$ cat src/rtl/cypher_num_feeder_pkg.sv
// Shared constants, serializer state type and counter helper for the cypher digit feeder.
package cypher_pkg;

    localparam int unsigned NUM_W   = 4;
    localparam int unsigned WORD_W  = 16;
    localparam int unsigned NIBBLES = WORD_W / NUM_W;
    localparam int unsigned COUNT_W = 8;

    typedef enum logic {
        IDLE  = 1'b0,
        SHIFT = 1'b1
    } state_t;

    // Increment that sticks at all-ones instead of wrapping.
    function automatic logic [COUNT_W-1:0] sat_inc(input logic [COUNT_W-1:0] c);
        return (c == '1) ? c : c + 1'b1;
    endfunction

endpackage

$ cat src/rtl/cypher_num_feeder_if.sv
// Producer-side word handshake into the digit feeder.
interface cypher_num_feeder_if
    import cypher_pkg::*;
#(
    parameter int unsigned W = WORD_W
);

    logic [W-1:0] word_in;
    logic         word_valid;
    logic         word_ready;

    modport master (output word_in, output word_valid, input word_ready);
    modport slave  (input word_in, input word_valid, output word_ready);

endinterface

$ cat src/rtl/cypher_num_feeder_nibble_fifo.sv
// Synchronous word FIFO with synchronous flush; occupancy counter disambiguates full/empty.
module nibble_fifo #(
    parameter int unsigned DEPTH = 4,
    parameter int unsigned WIDTH = 16
) (
    input  logic                     clock,
    input  logic                     reset,
    input  logic                     flush,
    input  logic                     push,
    input  logic                     pop,
    input  logic [WIDTH-1:0]         din,
    output logic [WIDTH-1:0]         dout,
    output logic                     full,
    output logic                     empty,
    output logic [$clog2(DEPTH):0]   occupancy
);

    localparam int unsigned AW = $clog2(DEPTH);

    logic [WIDTH-1:0] mem_q [DEPTH];
    logic [AW-1:0]    wr_q;
    logic [AW-1:0]    rd_q;
    logic [AW:0]      occ_q;
    logic             push_d;
    logic             pop_d;

    assign full      = (occ_q == (AW+1)'(DEPTH));
    assign empty     = (occ_q == '0);
    assign occupancy = occ_q;
    assign dout      = mem_q[rd_q];

    // A full FIFO refuses a push even when a pop frees a slot on the same edge.
    assign push_d = push && !full && !flush;
    assign pop_d  = pop && !empty && !flush;

    always_ff @(posedge clock) begin
        if (push_d) begin
            mem_q[wr_q] <= din;
        end
    end

    always_ff @(posedge clock or posedge reset) begin
        if (reset) begin
            wr_q  <= '0;
            rd_q  <= '0;
            occ_q <= '0;
        end else if (flush) begin
            wr_q  <= '0;
            rd_q  <= '0;
            occ_q <= '0;
        end else begin
            if (push_d) begin
                wr_q <= wr_q + 1'b1;
            end
            if (pop_d) begin
                rd_q <= rd_q + 1'b1;
            end
            case ({push_d, pop_d})
                2'b10:   occ_q <= occ_q + 1'b1;
                2'b01:   occ_q <= occ_q - 1'b1;
                default: occ_q <= occ_q;
            endcase
        end
    end

endmodule

$ cat src/rtl/cypher_num_feeder.sv
// Buffers digit words and serializes them MSB-nibble first onto num/read with no inter-word bubble.
module cypher_num_feeder
    import cypher_pkg::*;
#(
    parameter int unsigned DEPTH  = 4,
    parameter int unsigned WORD_W = cypher_pkg::WORD_W,
    parameter int unsigned NUM_W  = cypher_pkg::NUM_W
) (
    input  logic                 clock,
    input  logic                 reset,
    cypher_num_feeder_if.slave   bus,
    input  logic                 flush,
    output logic [NUM_W-1:0]     num,
    output logic                 read,
    output logic [COUNT_W-1:0]   count,
    output logic                 empty,
    output logic                 full
);

    localparam int unsigned NIB   = WORD_W / NUM_W;
    localparam int unsigned IDX_W = (NIB > 1) ? $clog2(NIB) : 1;
    localparam logic [IDX_W-1:0] LAST = IDX_W'(NIB - 1);

    state_t              state_q;
    logic [WORD_W-1:0]   shift_q;
    logic [IDX_W-1:0]    idx_q;
    logic [NUM_W-1:0]    num_q;
    logic                read_q;
    logic [COUNT_W-1:0]  count_q;

    logic [WORD_W-1:0]   head;
    logic [$clog2(DEPTH):0] occ;
    logic                fifo_full;
    logic                fifo_empty;
    logic                has_word;
    logic                push_d;
    logic                load_d;

    assign bus.word_ready = !fifo_full && !reset;
    assign push_d         = bus.word_valid && bus.word_ready && !flush;
    assign has_word       = (occ != '0);
    // Loading on the last nibble of the current word is what keeps the stream gap-free.
    assign load_d         = !flush && has_word && ((state_q == IDLE) || (idx_q == LAST));

    nibble_fifo #(
        .DEPTH (DEPTH),
        .WIDTH (WORD_W)
    ) u_fifo (
        .clock     (clock),
        .reset     (reset),
        .flush     (flush),
        .push      (push_d),
        .pop       (load_d),
        .din       (bus.word_in),
        .dout      (head),
        .full      (fifo_full),
        .empty     (fifo_empty),
        .occupancy (occ)
    );

    always_ff @(posedge clock or posedge reset) begin
        if (reset) begin
            state_q <= IDLE;
            shift_q <= '0;
            idx_q   <= '0;
            num_q   <= '0;
            read_q  <= 1'b0;
            count_q <= '0;
        end else if (flush) begin
            state_q <= IDLE;
            shift_q <= '0;
            idx_q   <= '0;
            read_q  <= 1'b0;
        end else begin
            case (state_q)
                IDLE: begin
                    if (load_d) begin
                        num_q   <= head[WORD_W-1 -: NUM_W];
                        shift_q <= head << NUM_W;
                        idx_q   <= '0;
                        read_q  <= 1'b1;
                        count_q <= sat_inc(count_q);
                        state_q <= SHIFT;
                    end else begin
                        read_q  <= 1'b0;
                    end
                end
                SHIFT: begin
                    if (idx_q != LAST) begin
                        num_q   <= shift_q[WORD_W-1 -: NUM_W];
                        shift_q <= shift_q << NUM_W;
                        idx_q   <= idx_q + 1'b1;
                        read_q  <= 1'b1;
                        count_q <= sat_inc(count_q);
                    end else if (load_d) begin
                        num_q   <= head[WORD_W-1 -: NUM_W];
                        shift_q <= head << NUM_W;
                        idx_q   <= '0;
                        read_q  <= 1'b1;
                        count_q <= sat_inc(count_q);
                    end else begin
                        read_q  <= 1'b0;
                        state_q <= IDLE;
                    end
                end
                default: begin
                    read_q  <= 1'b0;
                    state_q <= IDLE;
                end
            endcase
        end
    end

    assign num   = num_q;
    assign read  = read_q;
    assign count = count_q;
    assign empty = fifo_empty;
    assign full  = fifo_full;

endmodule
$ cat src/flat_wrapper.sv
// flat-port wrapper written by rule: the top's interface ports become plain ports
module cypher_num_feeder_flat import cypher_pkg::*;
#(
    parameter int unsigned DEPTH  = 4,
    parameter int unsigned WORD_W = cypher_pkg::WORD_W,
    parameter int unsigned NUM_W  = cypher_pkg::NUM_W
)
  (clock, reset, flush, num, read, count, empty, full, bus_word_in, bus_word_valid, bus_word_ready);
  cypher_num_feeder_if bus_i ();
  input  logic clock;
  input  logic reset;
  input  logic flush;
  output logic [NUM_W-1:0] num;
  output logic read;
  output logic [COUNT_W-1:0] count;
  output logic empty;
  output logic full;
  input wire logic [$bits(bus_i.word_in)-1:0] bus_word_in;
  input wire logic [$bits(bus_i.word_valid)-1:0] bus_word_valid;
  output wire logic [$bits(bus_i.word_ready)-1:0] bus_word_ready;
  assign bus_i.word_in = bus_word_in;
  assign bus_i.word_valid = bus_word_valid;
  assign bus_word_ready = bus_i.word_ready;
  cypher_num_feeder #(.DEPTH(DEPTH), .WORD_W(WORD_W), .NUM_W(NUM_W)) u_core (.clock(clock), .reset(reset), .bus(bus_i), .flush(flush), .num(num), .read(read), .count(count), .empty(empty), .full(full));
endmodule
$ cat config.mk
export PLATFORM = sky130hd
export DESIGN_NAME = cypher_num_feeder_flat
export DESIGN_NICKNAME = d
export VERILOG_FILES = /design/src/rtl/cypher_num_feeder_pkg.sv /design/src/rtl/cypher_num_feeder_if.sv /design/src/rtl/cypher_num_feeder_nibble_fifo.sv /design/src/rtl/cypher_num_feeder.sv /design/src/flat_wrapper.sv
export SDC_FILE = /design/constraint.sdc
export NUM_CORES = 1
export LEC_CHECK = 0
export CORE_MARGIN = 3
export CORE_UTILIZATION = 44
export DETAILED_ROUTE_END_ITERATION = 8
export SYNTH_ARGS = -nofsm -noshare
export SYNTH_HDL_FRONTEND = slang
export SYNTH_SLANG_ARGS = --single-unit
$ cat constraint.sdc
create_clock -name clock -period 3.9 [get_ports clock]
set_clock_uncertainty 0.2 [all_clocks]
set_input_delay 0.585 -clock clock [delete_from_list [all_inputs] [get_ports clock]]
set_output_delay 0.585 -clock clock [all_outputs]
set_load 0.1 [all_outputs]
=== Word level (Yosys, flattened, before mapping) ===
Memory sizes are Yosys's and may differ from the RTL's.
Cells that the tools add are included.

* Bits in writable memories: 64
* Output and inout bits: 16
* Register bits: 38
* Memories: 1

* Add/sub/neg operators: 6
* Reductions and logical operators: 19
* Mux-type cells: 27
* Equal/unequal tests: 6
* Bitwise logic cells: 1

{| class="wikitable"
|+ Memories
! memory !! depth !! width !! rd ports !! clocked after Yosys merged registers in !! write ports !! line !! text
|-
| u_core.u_fifo.mem_q || 4 || 16 || 1 || 0 || 1 || cypher_num_feeder_nibble_fifo.sv:20 || <nowiki>logic [WIDTH-1:0] mem_q [DEPTH];</nowiki>
|}

{| class="wikitable"
|+ Operator list
! cell !! number
|-
| two-way mux 16 bit || 3
|-
| case mux 16 bit (2 select lines) || 1
|-
| two-way mux 8 bit || 3
|-
| case mux 8 bit (2 select lines) || 1
|-
| two-way mux 2 bit || 7
|-
| logical AND 1 bit || 9
|-
| adder 8 x 1 -> 8 bit (second input constant) || 1
|-
| equality test 8 bit (second input constant) || 1
|-
| two-way mux 4 bit || 2
|-
| case mux 4 bit (2 select lines) || 1
|-
| adder 2 x 1 -> 2 bit (second input constant) || 3
|-
| case mux 3 bit (2 select lines) || 1
|-
| nonzero test 3 bit || 2
|-
| two-way mux 1 bit || 5
|-
| equality test 2 bit (second input constant) || 2
|-
| logical NOT 1 bit || 4
|-
| case mux 2 bit (2 select lines) || 1
|-
| nonzero test 2 bit || 2
|-
| adder 3 x 1 -> 3 bit (second input constant) || 1
|-
| equality test 3 bit (second input constant) || 1
|-
| logical NOT 3 bit || 1
|-
| two-way mux 3 bit || 1
|-
| subtractor 3 x 1 -> 3 bit (second input constant) || 1
|-
| equality test 2 x 1 -> 1 bit (second input constant) || 1
|-
| 4 further kinds || 4
|}

=== Longest topological paths before layout ===
* Depth after elaboration: 10
* Depth in mapped cells: 9
* Mapped depth without buffers: 8

=== Cells and area by module ===
A second synthesis with hierarchy kept.

* Cell total of the unflattened synthesis: 287
* Area, all modules: 4376.7 µm²

{| class="wikitable"
|+ Modules (own cells, without submodules)
! module !! instances !! area an instance (µm²) !! cells each !! seq. area each (µm²)
|-
| nibble_fifo || 1 || 2897.8 || 151 || 2097.0
|-
| cypher_num_feeder || 1 || 1478.9 || 136 || 775.7
|}

=== Worst setup path before layout ===
Ideal clock, no wire load.

* Path type: reg2out
* Start point: register u_core.u_fifo.occ_q[0], in the netlist u_core.u_fifo.occupancy[0]
* End point: output bus_word_ready
* Arrival time: 2.745 ns
* Path slack: 0.370 ns
* Cell stages (with the launch flop): 3
* Cell sequence: dfrtp_1 -> nor3b_2 -> nor2_1

* Cells in the longest elaborated chain, start to end: 3

{| class="wikitable"
|+ RTL lines
! element !! line !! text
|-
| from (decl) || cypher_num_feeder_nibble_fifo.sv:23 || <nowiki>logic [AW:0] occ_q;</nowiki>
|-
| from (signal assigned) || cypher_num_feeder_nibble_fifo.sv:59 || <nowiki>2'b10: occ_q <= occ_q + 1'b1;</nowiki>
|-
| from (signal assigned) || cypher_num_feeder_nibble_fifo.sv:60 || <nowiki>2'b01: occ_q <= occ_q - 1'b1;</nowiki>
|-
| from (signal assigned) || cypher_num_feeder_nibble_fifo.sv:61 || <nowiki>default: occ_q <= occ_q;</nowiki>
|-
| equality test 3 bit || cypher_num_feeder_nibble_fifo.sv:27 || <nowiki>assign full = (occ_q == (AW+1)'(DEPTH));</nowiki>
|-
| net full || flat_wrapper.sv:17 || <nowiki>output logic full;</nowiki>
|-
| logical NOT 1 bit || cypher_num_feeder.sv:39 || <nowiki>assign bus.word_ready = !fifo_full && !reset;</nowiki>
|-
| logical AND 1 bit || cypher_num_feeder.sv:39 ||
|-
| to (decl) || flat_wrapper.sv:20 || <nowiki>output wire logic [$bits(bus_i.word_ready)-1:0] bus_word_ready;</nowiki>
|}

The timed path passes the listed nets, and every way through them passes these cells.

=== Final worst setup path ===
* Start point: register u_core.u_fifo.occ_q[0], in the netlist u_core.u_fifo.occupancy[0]
* End point: register u_core.u_fifo.occ_q[2], in the netlist u_core.u_fifo.occupancy[2]

* Cells in the longest elaborated chain, start to end: 10
* Elaborated cells between the ends (all ways): 21

{| class="wikitable"
|+ RTL lines
! element !! line !! text
|-
| equality test 3 bit || cypher_num_feeder_nibble_fifo.sv:27 ||
|-
| logical NOT 1 bit || cypher_num_feeder_nibble_fifo.sv:33, cypher_num_feeder.sv:39 ||
|-
| logical AND 1 bit || cypher_num_feeder.sv:39 ||
|-
| logical AND 1 bit (2 in series) || cypher_num_feeder.sv:40 || <nowiki>assign push_d = bus.word_valid && bus.word_ready && !flush;</nowiki>
|-
| logical AND 1 bit (2 in series) || cypher_num_feeder_nibble_fifo.sv:33 || <nowiki>assign push_d = push && !full && !flush;</nowiki>
|-
| equality test 2 x 1 -> 1 bit / equality test 2 bit (equally long branches) || cypher_num_feeder_nibble_fifo.sv:58 || <nowiki>case ({push_d, pop_d})</nowiki>
|-
| case mux 3 bit (2 select lines) || cypher_num_feeder_nibble_fifo.sv:58 ||
|-
| two-way mux 3 bit || cypher_num_feeder_nibble_fifo.sv:47 || <nowiki>end else if (flush) begin</nowiki>
|}

Parallel ways exist; a longest one is shown, timed or not.
A chain may end at the register's enable or synchronous reset.

==> impl_metrics.csv <==
group,metric,value,unit
yosys,ys_ff_latch,102,
setup_path,required,4.00,ns
yosys,yosysTopAreaCell,"edfxtp_1",
yosys,synth_warnings,0,
global_routing,grt_pass1_wl,12500,um
setup_path,cp-endpoint,"u_core.u_fifo.occupancy[2]",
clock_tree,cts_tree,"yes",
sta,hold_viol,0,
power,leakage,1.80,nW
global_routing,gr-usage-all-layers,14.7,%
yosys,synth-seq-area-share,66.8,%
finish,diodes,0,
power,peakVddDrop,0.434,mV
setup_path,crit_start,"u_core.u_fifo.occupancy[0]",
power,p_per_area,720,nW/um^2
setup_path,reg2reg_to,"u_core.u_fifo.occupancy[2]",
drt,avgViaCountPerCell,5.29,
finish,final_common_cell,"edfxtp_1",
global_routing,grt_pass1_vias,2408,
global_routing,gr-total-overflow,0,
floorplan,die_area,11000,um^2
yosys,ys_top_cells_by_area,"edfxtp_1 45%, dfrtp_1 22%, mux4_2 8.9%",
worst_hold_path,min_path_type,"reg2reg",
finish,finalCoreUtilization,53.2,%
floorplan,floorplan.initialDensity,45.9,%
setup_path,endpoint_kind,"register",
drt,dr.pass1.iters,4,
setup_path,rr_worst_depth,8,
global_routing,grt_max_degree,39,
floorplan,dieHeight,105,um
power,p_total,0.00359,W
yosys,synth_cells,278,
setup_path,cp_common_cell,"or3_1",
floorplan,io_pins,36,
drt,first_iter_violations,96,
sta,holdWs,0.295,ns
finish,fill_cells,819,
yosys,syn_area,4300,um^2
run_status,status,"finished, final reports clean",
setup_path,slowest_delay,0.46,ns
clock_tree,post-cts-setup-buffers,0,
setup_path,cp_slowest_cell,"dfrtp_1",
setup_path,reg2reg_from,"u_core.u_fifo.occupancy[0]",
floorplan,fp.dieW,105,um
setup_path,critPathLaunchType,"register",
placement,gp_congestion,0.729,
yosys,synth_cell_types,46,
clock_tree,post_cts_resized,0,
drt,wl_per_cell,16.9,um
sta,worst_pin_slew,0.974,ns
yosys,syn_avg_cell_area,15.5,um^2
drt,wl,7620,um
clock_tree,cts_made_buffers,9,
drt,antenna_left,0,
finish,mostFrequentLayoutCells,"64 x edfxtp_1, 38 x dfrtp_1, 32 x clkdlybuf4s50_1, 21 x nor2_1",
sta,fin_tns_setup,0,ns
sta,slew_headroom,34.8,%
placement,place_area,4800,um^2
sta,period_minus_slack,3.01,ns
clock_tree,htree_levels,3,
placement,numPortBuffers,35,
clock_tree,cts_hold_buffers,0,
clock_tree,clock_sinks,102,
drt,num_vias,2393,
setup_path,path_max_fanout,16,
finish,finalNetCount,345,
clock_tree,cts_buffer_depth,2,
setup_path,crit_family,"simple AND/OR/NAND/NOR gates",
sta,finalMaxSlewViolations,0,
clock_tree,clk_pin_slew,0.10,ns
setup_path,r2r_slack,0.89,ns
yosys,synth_edf_count,64,
floorplan,coreArea,9370,um^2
sta,fin_crit_sh,77.3,%
setup_path,cp.arrival,3.11,ns
finish,post-route-cell-area,4990,um^2
setup_path,critical_path_depth,8,
finish,synthToLayoutAreaGrowth,15.9,%
sta,rsz0062_at_grt,"false",
placement,place_hpwl,4860,um
yosys,synthArstFlopShare,37.3,%
drt,remaining_drc_errors,0,
setup_path,crit_chain,"or3_1, buf_4, nand2_1, nor3_1, fa_1, or3_1, mux4_2, nor2_1",
sta,max_clock_freq,332,MHz
yosys,synth_flop_cell,"edfxtp_1",
floorplan,row_count,35,
global_routing,antenna_found_initial,0,
yosys,synth_top_cell_area_share,44.7,%
clock_tree,root_buffer,"clkbuf_8",
finish,drive_gt1_share,17.6,%
sta,finalSetupViolCount,0,
flow_run,max_cap_violations,0,
yosys,syn-num-nets,305,
setup_path,cp_num_buf_inv,1,
clock_tree,clkLatencyLatePin,0.36,ns
finish,multi_input_area,1310,um^2
setup_path,critPathKind,"reg2reg",
finish,seqCellArea,2870,um^2
-- synthesized netlist by cell type (2+ instances only) --
| master | count |
|---|---|
| dfrtp_1 | 38 |
| nor3b_1 | 2 |
| ha_1 | 6 |
| clkbuf_1 | 6 |
| and2_1 | 10 |
| buf_2 | 6 |
| inv_1 | 4 |
| o22a_1 | 8 |
| buf_4 | 2 |
| nand2_1 | 16 |
| mux4_2 | 17 |
| nand3_1 | 7 |
| xor2_1 | 4 |
| a31oi_1 | 4 |
| nand2b_1 | 2 |
| a211oi_1 | 12 |
| nor2_1 | 21 |
| mux2i_1 | 2 |
| edfxtp_1 | 64 |
| a211oi_2 | 2 |
| or3_1 | 2 |
| nor3_1 | 2 |
| a21oi_1 | 17 |
| buf_6 | 2 |
-- how the worst min path moves through the flow --
stage	cells after the start	startpoint	endpoint
floorplan	1	u_core.shift_q[0]	u_core.shift_q[0]
global placement	1	u_core.shift_q[1]	u_core.shift_q[1]
detailed placement	1	u_core.shift_q[1]	u_core.shift_q[1]
CTS	1	u_core.shift_q[0]	u_core.shift_q[0]
global route	1	u_core.shift_q[0]	u_core.shift_q[0]
finish	1	u_core.shift_q[0]	u_core.shift_q[0]
-- area by class of cell --
class                           count  area share [%]
Clock buffer                        9            2.48
Clock inverter                      7            1.35
Inverter                            5           0.527
Multi-Input combinational cell    154            26.3
Sequential cell                   102            57.6
Tap cell                          129            3.24
Timing Repair Buffer               46            8.53
-- sequential cells by signal (all words and copies together) (netlist names) --
name	flops
u_core.u_fifo.mem_q	64
u_core.shift_q	16
u_core.count	8
u_core.num	4
u_core.u_fifo.occupancy	3
u_core.idx_q	2
u_core.u_fifo.rd_q	2
u_core.u_fifo.wr_q	2
u_core.state_q	1
-- metrics by stage --
step	setup slack, ns	std cells
6_report	0.887	452
5_1_grt	0.680	452
4_1_cts	0.863	452
3_5_place_dp	0.788	436
3_3_place_gp	0.821	436
2_1_floorplan	0.370	278
-- per-layer routing --
layer	share of wire [%]	track usage [%]	vias to the layer above	wire length (um)
met3	3.9	3.03	7	294
met2	50	23.8	48	3780
met5	0	0	-	0
met1	46	20.1	1201	3470
met4	1.0	4.78	0	79
li1	-	-	1137	-
-- cells by family after synthesis --
group	share of synthesized area [%]
AOI/OAI and AO/OA	9.01
buffers and inverters	2.79
adders and majority gates	2.21
and+or+nand+nor	8.23
muxes	9.97
DFF	66.8
xor gates and xnor gates	1.02
-- power breakdown --
group / leakage (nW) / total, W / switching [W] / internal, W
logic: 0.628 / 0.00156 / 0.00104 / 0.000516
clock network: 0.0954 / 0.000634 / 0.000385 / 0.000249
registers: 1.08 / 0.00140 / 0.000113 / 0.00129
total: 1.80 / 0.00359 / 0.00154 / 0.00205
Power figures use the tool's default switching activity.
